$ cat src/rtl/fg_pkg.sv
// Shared types and field layout for the function-generator sweep sequencer.
package fg_pkg;

   localparam int unsigned WAVE_W      = 3;
   localparam int unsigned AMP_W       = 2;
   localparam int unsigned FREQ_W      = 3;
   localparam int unsigned HDR_W       = WAVE_W + AMP_W + FREQ_W;
   localparam int unsigned DWELL_W_DEF = 16;

   // Field offsets above the dwell field in a cfg_data word {wave, amp, freq, dwell}
   localparam int unsigned FREQ_OFS    = 0;
   localparam int unsigned AMP_OFS     = FREQ_W;
   localparam int unsigned WAVE_OFS    = FREQ_W + AMP_W;

   typedef enum logic [1:0] {
      ST_IDLE  = 2'd0,
      ST_LOAD  = 2'd1,
      ST_DWELL = 2'd2
   } fg_state_e;

   typedef struct packed {
      logic [WAVE_W-1:0] wave;
      logic [AMP_W-1:0]  amp;
      logic [FREQ_W-1:0] freq;
   } fg_step_hdr_t;

   typedef struct packed {
      fg_step_hdr_t           hdr;
      logic [DWELL_W_DEF-1:0] dwell;
   } fg_step_t;

endpackage

$ cat src/rtl/fg_step_table.sv
// Step table: one synchronous write port, one asynchronous read port, no reset.
module fg_step_table
   import fg_pkg::*;
#(
   parameter int unsigned DEPTH  = 8,
   parameter int unsigned DATA_W = 24,
   parameter int unsigned IDX_W  = $clog2(DEPTH)
) (
   input  logic              clk,
   input  logic              i_we,
   input  logic [IDX_W-1:0]  i_waddr,
   input  logic [DATA_W-1:0] i_wdata,
   input  logic [IDX_W-1:0]  i_raddr,
   output logic [DATA_W-1:0] o_rdata
);

   logic [DATA_W-1:0] r_mem [DEPTH];

   // Configuration write, allowed in any sequencer state
   always_ff @(posedge clk) begin
      if (i_we) begin
         r_mem[i_waddr] <= i_wdata;
      end
   end

   assign o_rdata = r_mem[i_raddr];

endmodule

$ cat src/rtl/fg_sweep_sequencer.sv
// Sweep sequencer: steps through the table, holding each entry for its dwell in ticks.
module fg_sweep_sequencer
   import fg_pkg::*;
#(
   parameter int unsigned DEPTH   = 8,
   parameter int unsigned DWELL_W = 16,
   parameter int unsigned IDX_W   = $clog2(DEPTH)
) (
   input  logic                     clk,
   input  logic                     rst,
   input  logic                     cfg_we,
   input  logic [IDX_W-1:0]         cfg_addr,
   input  logic [HDR_W+DWELL_W-1:0] cfg_data,
   input  logic [IDX_W:0]           num_steps,
   input  logic                     loop_en,
   input  logic                     start,
   input  logic                     stop,
   input  logic                     tick_in,
   output logic [WAVE_W-1:0]        wave_sel,
   output logic [AMP_W-1:0]         amp_sel,
   output logic [FREQ_W-1:0]        freq_sel,
   output logic                     apply,
   output logic                     busy,
   output logic [IDX_W-1:0]         step_idx,
   output logic                     done
);

   localparam int unsigned CFG_W = HDR_W + DWELL_W;
   localparam int unsigned CNT_W = IDX_W + 1;

   fg_state_e          r_state, w_nxt_state;
   logic [IDX_W-1:0]   r_idx, w_nxt_idx;
   logic [CNT_W-1:0]   r_n, w_nxt_n, w_clamp_n;
   logic [DWELL_W-1:0] r_cnt, w_nxt_cnt, w_load_cnt, w_dwell;
   logic [CFG_W-1:0]   w_entry;
   fg_step_hdr_t       r_hdr, w_hdr;
   logic               w_load, w_done, w_last;
   logic               r_apply, r_busy, r_done;

   // Table is read at the index being loaded so the fields land with the apply pulse
   fg_step_table #(
      .DEPTH  (DEPTH),
      .DATA_W (CFG_W),
      .IDX_W  (IDX_W)
   ) u_table (
      .clk     (clk),
      .i_we    (cfg_we),
      .i_waddr (cfg_addr),
      .i_wdata (cfg_data),
      .i_raddr (w_nxt_idx),
      .o_rdata (w_entry)
   );

   assign w_clamp_n = (num_steps > CNT_W'(DEPTH)) ? CNT_W'(DEPTH) : num_steps;
   assign w_last    = (CNT_W'(r_idx) == (r_n - CNT_W'(1)));
   assign w_dwell   = w_entry[DWELL_W-1:0];
   assign w_load_cnt = (w_dwell == '0) ? '0 : (w_dwell - DWELL_W'(1));

   // Unpack the selector fields of the entry being loaded
   always_comb begin
      w_hdr      = '0;
      w_hdr.wave = w_entry[DWELL_W + WAVE_OFS +: WAVE_W];
      w_hdr.amp  = w_entry[DWELL_W + AMP_OFS  +: AMP_W];
      w_hdr.freq = w_entry[DWELL_W + FREQ_OFS +: FREQ_W];
   end

   // Next-state, step advance and dwell countdown; stop overrides everything
   always_comb begin
      w_nxt_state = r_state;
      w_nxt_idx   = r_idx;
      w_nxt_n     = r_n;
      w_nxt_cnt   = r_cnt;
      w_load      = 1'b0;
      w_done      = 1'b0;
      if (stop) begin
         w_nxt_state = ST_IDLE;
      end else begin
         case (r_state)
            ST_IDLE: begin
               if (start && (num_steps != '0)) begin
                  w_nxt_n     = w_clamp_n;
                  w_nxt_idx   = '0;
                  w_nxt_state = ST_LOAD;
                  w_load      = 1'b1;
               end
            end
            ST_LOAD: begin
               w_nxt_state = ST_DWELL;
            end
            ST_DWELL: begin
               if (tick_in) begin
                  if (r_cnt != '0) begin
                     w_nxt_cnt = r_cnt - DWELL_W'(1);
                  end else if (!w_last) begin
                     w_nxt_idx   = r_idx + IDX_W'(1);
                     w_nxt_state = ST_LOAD;
                     w_load      = 1'b1;
                  end else if (loop_en) begin
                     w_nxt_idx   = '0;
                     w_nxt_state = ST_LOAD;
                     w_load      = 1'b1;
                  end else begin
                     w_nxt_state = ST_IDLE;
                     w_done      = 1'b1;
                  end
               end
            end
            default: begin
               w_nxt_state = ST_IDLE;
            end
         endcase
      end
   end

   // State, step index, latched step count and dwell counter
   always_ff @(posedge clk or posedge rst) begin
      if (rst) begin
         r_state <= ST_IDLE;
         r_idx   <= '0;
         r_n     <= '0;
         r_cnt   <= '0;
      end else begin
         r_state <= w_nxt_state;
         r_idx   <= w_nxt_idx;
         r_n     <= w_nxt_n;
         r_cnt   <= w_load ? w_load_cnt : w_nxt_cnt;
      end
   end

   // Registered outputs; selector fields only change on a load
   always_ff @(posedge clk or posedge rst) begin
      if (rst) begin
         r_hdr   <= '0;
         r_apply <= 1'b0;
         r_busy  <= 1'b0;
         r_done  <= 1'b0;
      end else begin
         if (w_load) begin
            r_hdr <= w_hdr;
         end
         r_apply <= w_load;
         r_done  <= w_done;
         r_busy  <= (w_nxt_state != ST_IDLE);
      end
   end

   assign wave_sel = r_hdr.wave;
   assign amp_sel  = r_hdr.amp;
   assign freq_sel = r_hdr.freq;
   assign apply    = r_apply;
   assign busy     = r_busy;
   assign done     = r_done;
   assign step_idx = r_idx;

endmodule
$ cat config.mk
export PLATFORM = sky130hd
export DESIGN_NAME = fg_sweep_sequencer
export DESIGN_NICKNAME = d
export VERILOG_FILES = /design/src/rtl/fg_pkg.sv /design/src/rtl/fg_step_table.sv /design/src/rtl/fg_sweep_sequencer.sv
export SDC_FILE = /design/constraint.sdc
export NUM_CORES = 1
export LEC_CHECK = 0
export CORE_UTILIZATION = 30
export DETAILED_ROUTE_END_ITERATION = 6
export MAX_ROUTING_LAYER = met4
export PLACE_DENSITY = 0.49
export SLEW_MARGIN = 5
export SYNTH_ARGS = -nofsm -noshare
export SYNTH_HDL_FRONTEND = slang
export SYNTH_HIERARCHICAL = 1
export SYNTH_SLANG_ARGS = --single-unit
$ cat constraint.sdc
create_clock -name clk -period 6.6 [get_ports clk]
set_input_delay 1.32 -clock clk [delete_from_list [all_inputs] [get_ports clk]]
set_output_delay 1.32 -clock clk [all_outputs]
set_load 0.005 [all_outputs]
==> out/metrics.cfg <==
[status]
status = finished, final reports clean

[yosys]
synth-edff-count = 192
netlist_top_cells_count = edfxtp_1, mux4_2, dfrtp_1
yosysMostFrequentCell = edfxtp_1
ys_ff_latch = 228
ys_warn_count = 6
synth_cell_types = 65
syn_area_um2 = 9826
yosys.area.top_type_share = 0.5868
synth_area_leaders = edfxtp_1, mux4_2, dfrtp_1, mux2_4, mux2_2
yosysSeqAreaShare = 0.6785
syn_area_per_cell_um2 = 17.42
netlist_instances = 564
ys_async_sr_fraction = 0.1579
synth_area_leader_cell = edfxtp_1
syn_nets = 606
synth_flop_cell = edfxtp_1

[worst_setup_path]
path_class = input pin to flip-flop
cp.arrival_ps = 5750
worst-r2r-setup-slack_ps = 1590
setup.worst_path.start = tick_in
slowest_delay_ps = 660
cp-start-kind = input pin
r2r-end = r_cnt[15]$_DFFE_PP0P_
rr_worst_depth = 13
end_kind = flip-flop
worst_path_max_delay_cell = or4_1
worstPathMaxFanout = 49
worstReg2RegStart = r_cnt[13]$_DFFE_PP0P_
path_cells = clkdlybuf4s50_1 -> nor4bb_1 -> and3_1 -> or3b_2 -> o211ai_1 -> buf_12 -> mux4_2 -> mux2_4 -> or4_1 -> nor3_2 -> nand2_1 -> o21ai_1 -> o221ai_1
critPathRequiredTime_ps = 6990

[timing]
rsz0062_at_grt = false
timing.final.hold_violations = 0
tightest_slew_ps = 839.2
period_needed_ps = 5358
slew_viol_final = 0
fin_crit_sh = 0.8118
finClkSkew_ps = 21.91
max_freq_mhz = 186.6
maxSlewHeadroom = 0.4362
finalSetupViolCount = 0
setup_tns_ps = 0

[clock_tree]
h-tree-depth = 1
clk_pin_slew_ps = 60
cts_tree = built
worstSkewPairLatency_ps = 530
cts_hold_buf = 0
cts.sinks = 228
clockBufferDepth = 3
numCtsBuffers = 26
post_cts_buffers = 0
cts_root_buf = clkbuf_16
ctsResizeCount = 0

[cells_and_area]
drive_gt1_frac = 0.2344
instances_no_fill = 1092
areaGrowthSynthToFinish_pct = 19.57
final_nets = 679
antenna_cells = 0

[placement]
io_buffers = 51
dpl.hpwl_um = 12940
routabilityCongestion = 0.8709
place_inst = 1044

[routing]
drc = 0
wirelength_um = 21400
via_count = 5371
drt_iter0_drc = 459
wl_per_cell_um = 19.60
viasPerCell = 4.918
drtPass1Iterations = 5
route.antenna.remaining_nets = 0

[die]
core_um2 = 31880
start_util = 0.3082
die_x_um = 183.0
die_area_um2 = 33480
boundaryPins = 52
row_count = 65
die_h_um = 183.0

[power_and_ir_drop]
power_mw = 3.264
p_leak_nw = 3.828
power.density_nw_per_um2 = 277.9
vdd_drop_max_mv = 0.1473

[worst_hold_path]
whs_path_depth = 1
min_to = wave_sel[1]$_DFFE_PP0P_
hold_start = wave_sel[1]$_DFFE_PP0P_
min_path_type = flip-flop to flip-flop

[grt]
grt-ovfl-total = 0
grt_pass1_wl_um = 33260
grt_max_degree = 50
antenna_found_initial = 0
grt_pass1_vias = 5625
grt_usage = 0.1339

[run]
cap_violations = 0

==> registers in the layout (all words and copies together) (netlist names), 2 cells and up <==
name,flops
r_state,2
freq_sel,3
r_cnt,16
u_table/r_mem,192
step_idx,3
wave_sel,3
amp_sel,2
r_n,4
==> per-layer routing <==
metal	GRT usage	wire (um)
met1	0.1713	9367
met2	0.2222	10680
met3	0.02224	999
met4	0.03200	355
met5	-	0
==> final cells by class <==
class                           instances  area, um2
Fill cell                            3031      20130
Sequential cell                       228       6666
Multi-Input combinational cell        294       2989
Clock buffer                           35      694.4
Timing Repair Buffer                   71      685.7
Tap cell                              435      544.3
Clock inverter                         13      103.9
Inverter                               16      65.06
==> layout by cell type, fill, tap and decap left out, drive strengths merged, types with 10 or more instances in the layout <==
cell and n:
clkbuf 35, mux4 48, nor3 15, inv 15, buf 20, nor2 23, o21ai 10, dfrtp 36
clkinv 10, mux2 32, nand3 12, nand2 21, edfxtp 192, clkdlybuf4s50 51
==> through the flow <==
step	hold slack (ps)	worst slack, ps	area, um2	utilization
final	511.0	1242	11750	0.3685
after CTS	515.2	1268	11750	0.3685
after global routing	530.1	951.3	11750	0.3685
after global placement	490.5	812.0	10950	0.3435
after floorplan	483.1	1113	9826	-
after detailed placement	501.4	734.1	10950	0.3435
==> cell families (layout without fill, tap and decap cells) <==
| kind of cell | after synthesis | in the layout | synth area share |
|---|---|---|---|
| flops | 228 | 228 | 0.6785 |
| simple gates | 128 | 128 | 0.07272 |
| mux | 85 | 85 | 0.1575 |
| compound gates | 62 | 62 | 0.04852 |
| buf+inv | 42 | 135 | 0.02292 |
| xor+xnor | 15 | 15 | 0.01477 |
| fa+ha+maj | 4 | 4 | 0.005094 |
==> worst max-delay path by stage <==
stage | end
global placement | r_cnt[15]$_DFFE_PP0P_
global route | r_cnt[15]$_DFFE_PP0P_
CTS | r_cnt[15]$_DFFE_PP0P_
detailed placement | r_cnt[15]$_DFFE_PP0P_
floorplan | r_cnt[15]$_DFFE_PP0P_
finish | r_cnt[15]$_DFFE_PP0P_
==> worst max-delay path: cells and delay by family <==
family | cells | cell delay (ps)
AO/OA/AOI/OAI | 3 | 640
buffers and inverters | 2 | 890
AND/OR/NAND/NOR | 6 | 2200
multiplexers | 2 | 650
==> power breakdown <==
group	switching [mW]	leakage, nW	total (mW)	internal (mW)
clock network	0.553	0.380	1.33	0.777
registers	0.0415	2.19	1.68	1.64
logic	0.133	1.25	0.254	0.121
total	0.728	3.83	3.26	2.54
No activity file was read; power rests on OpenSTA's default activity.
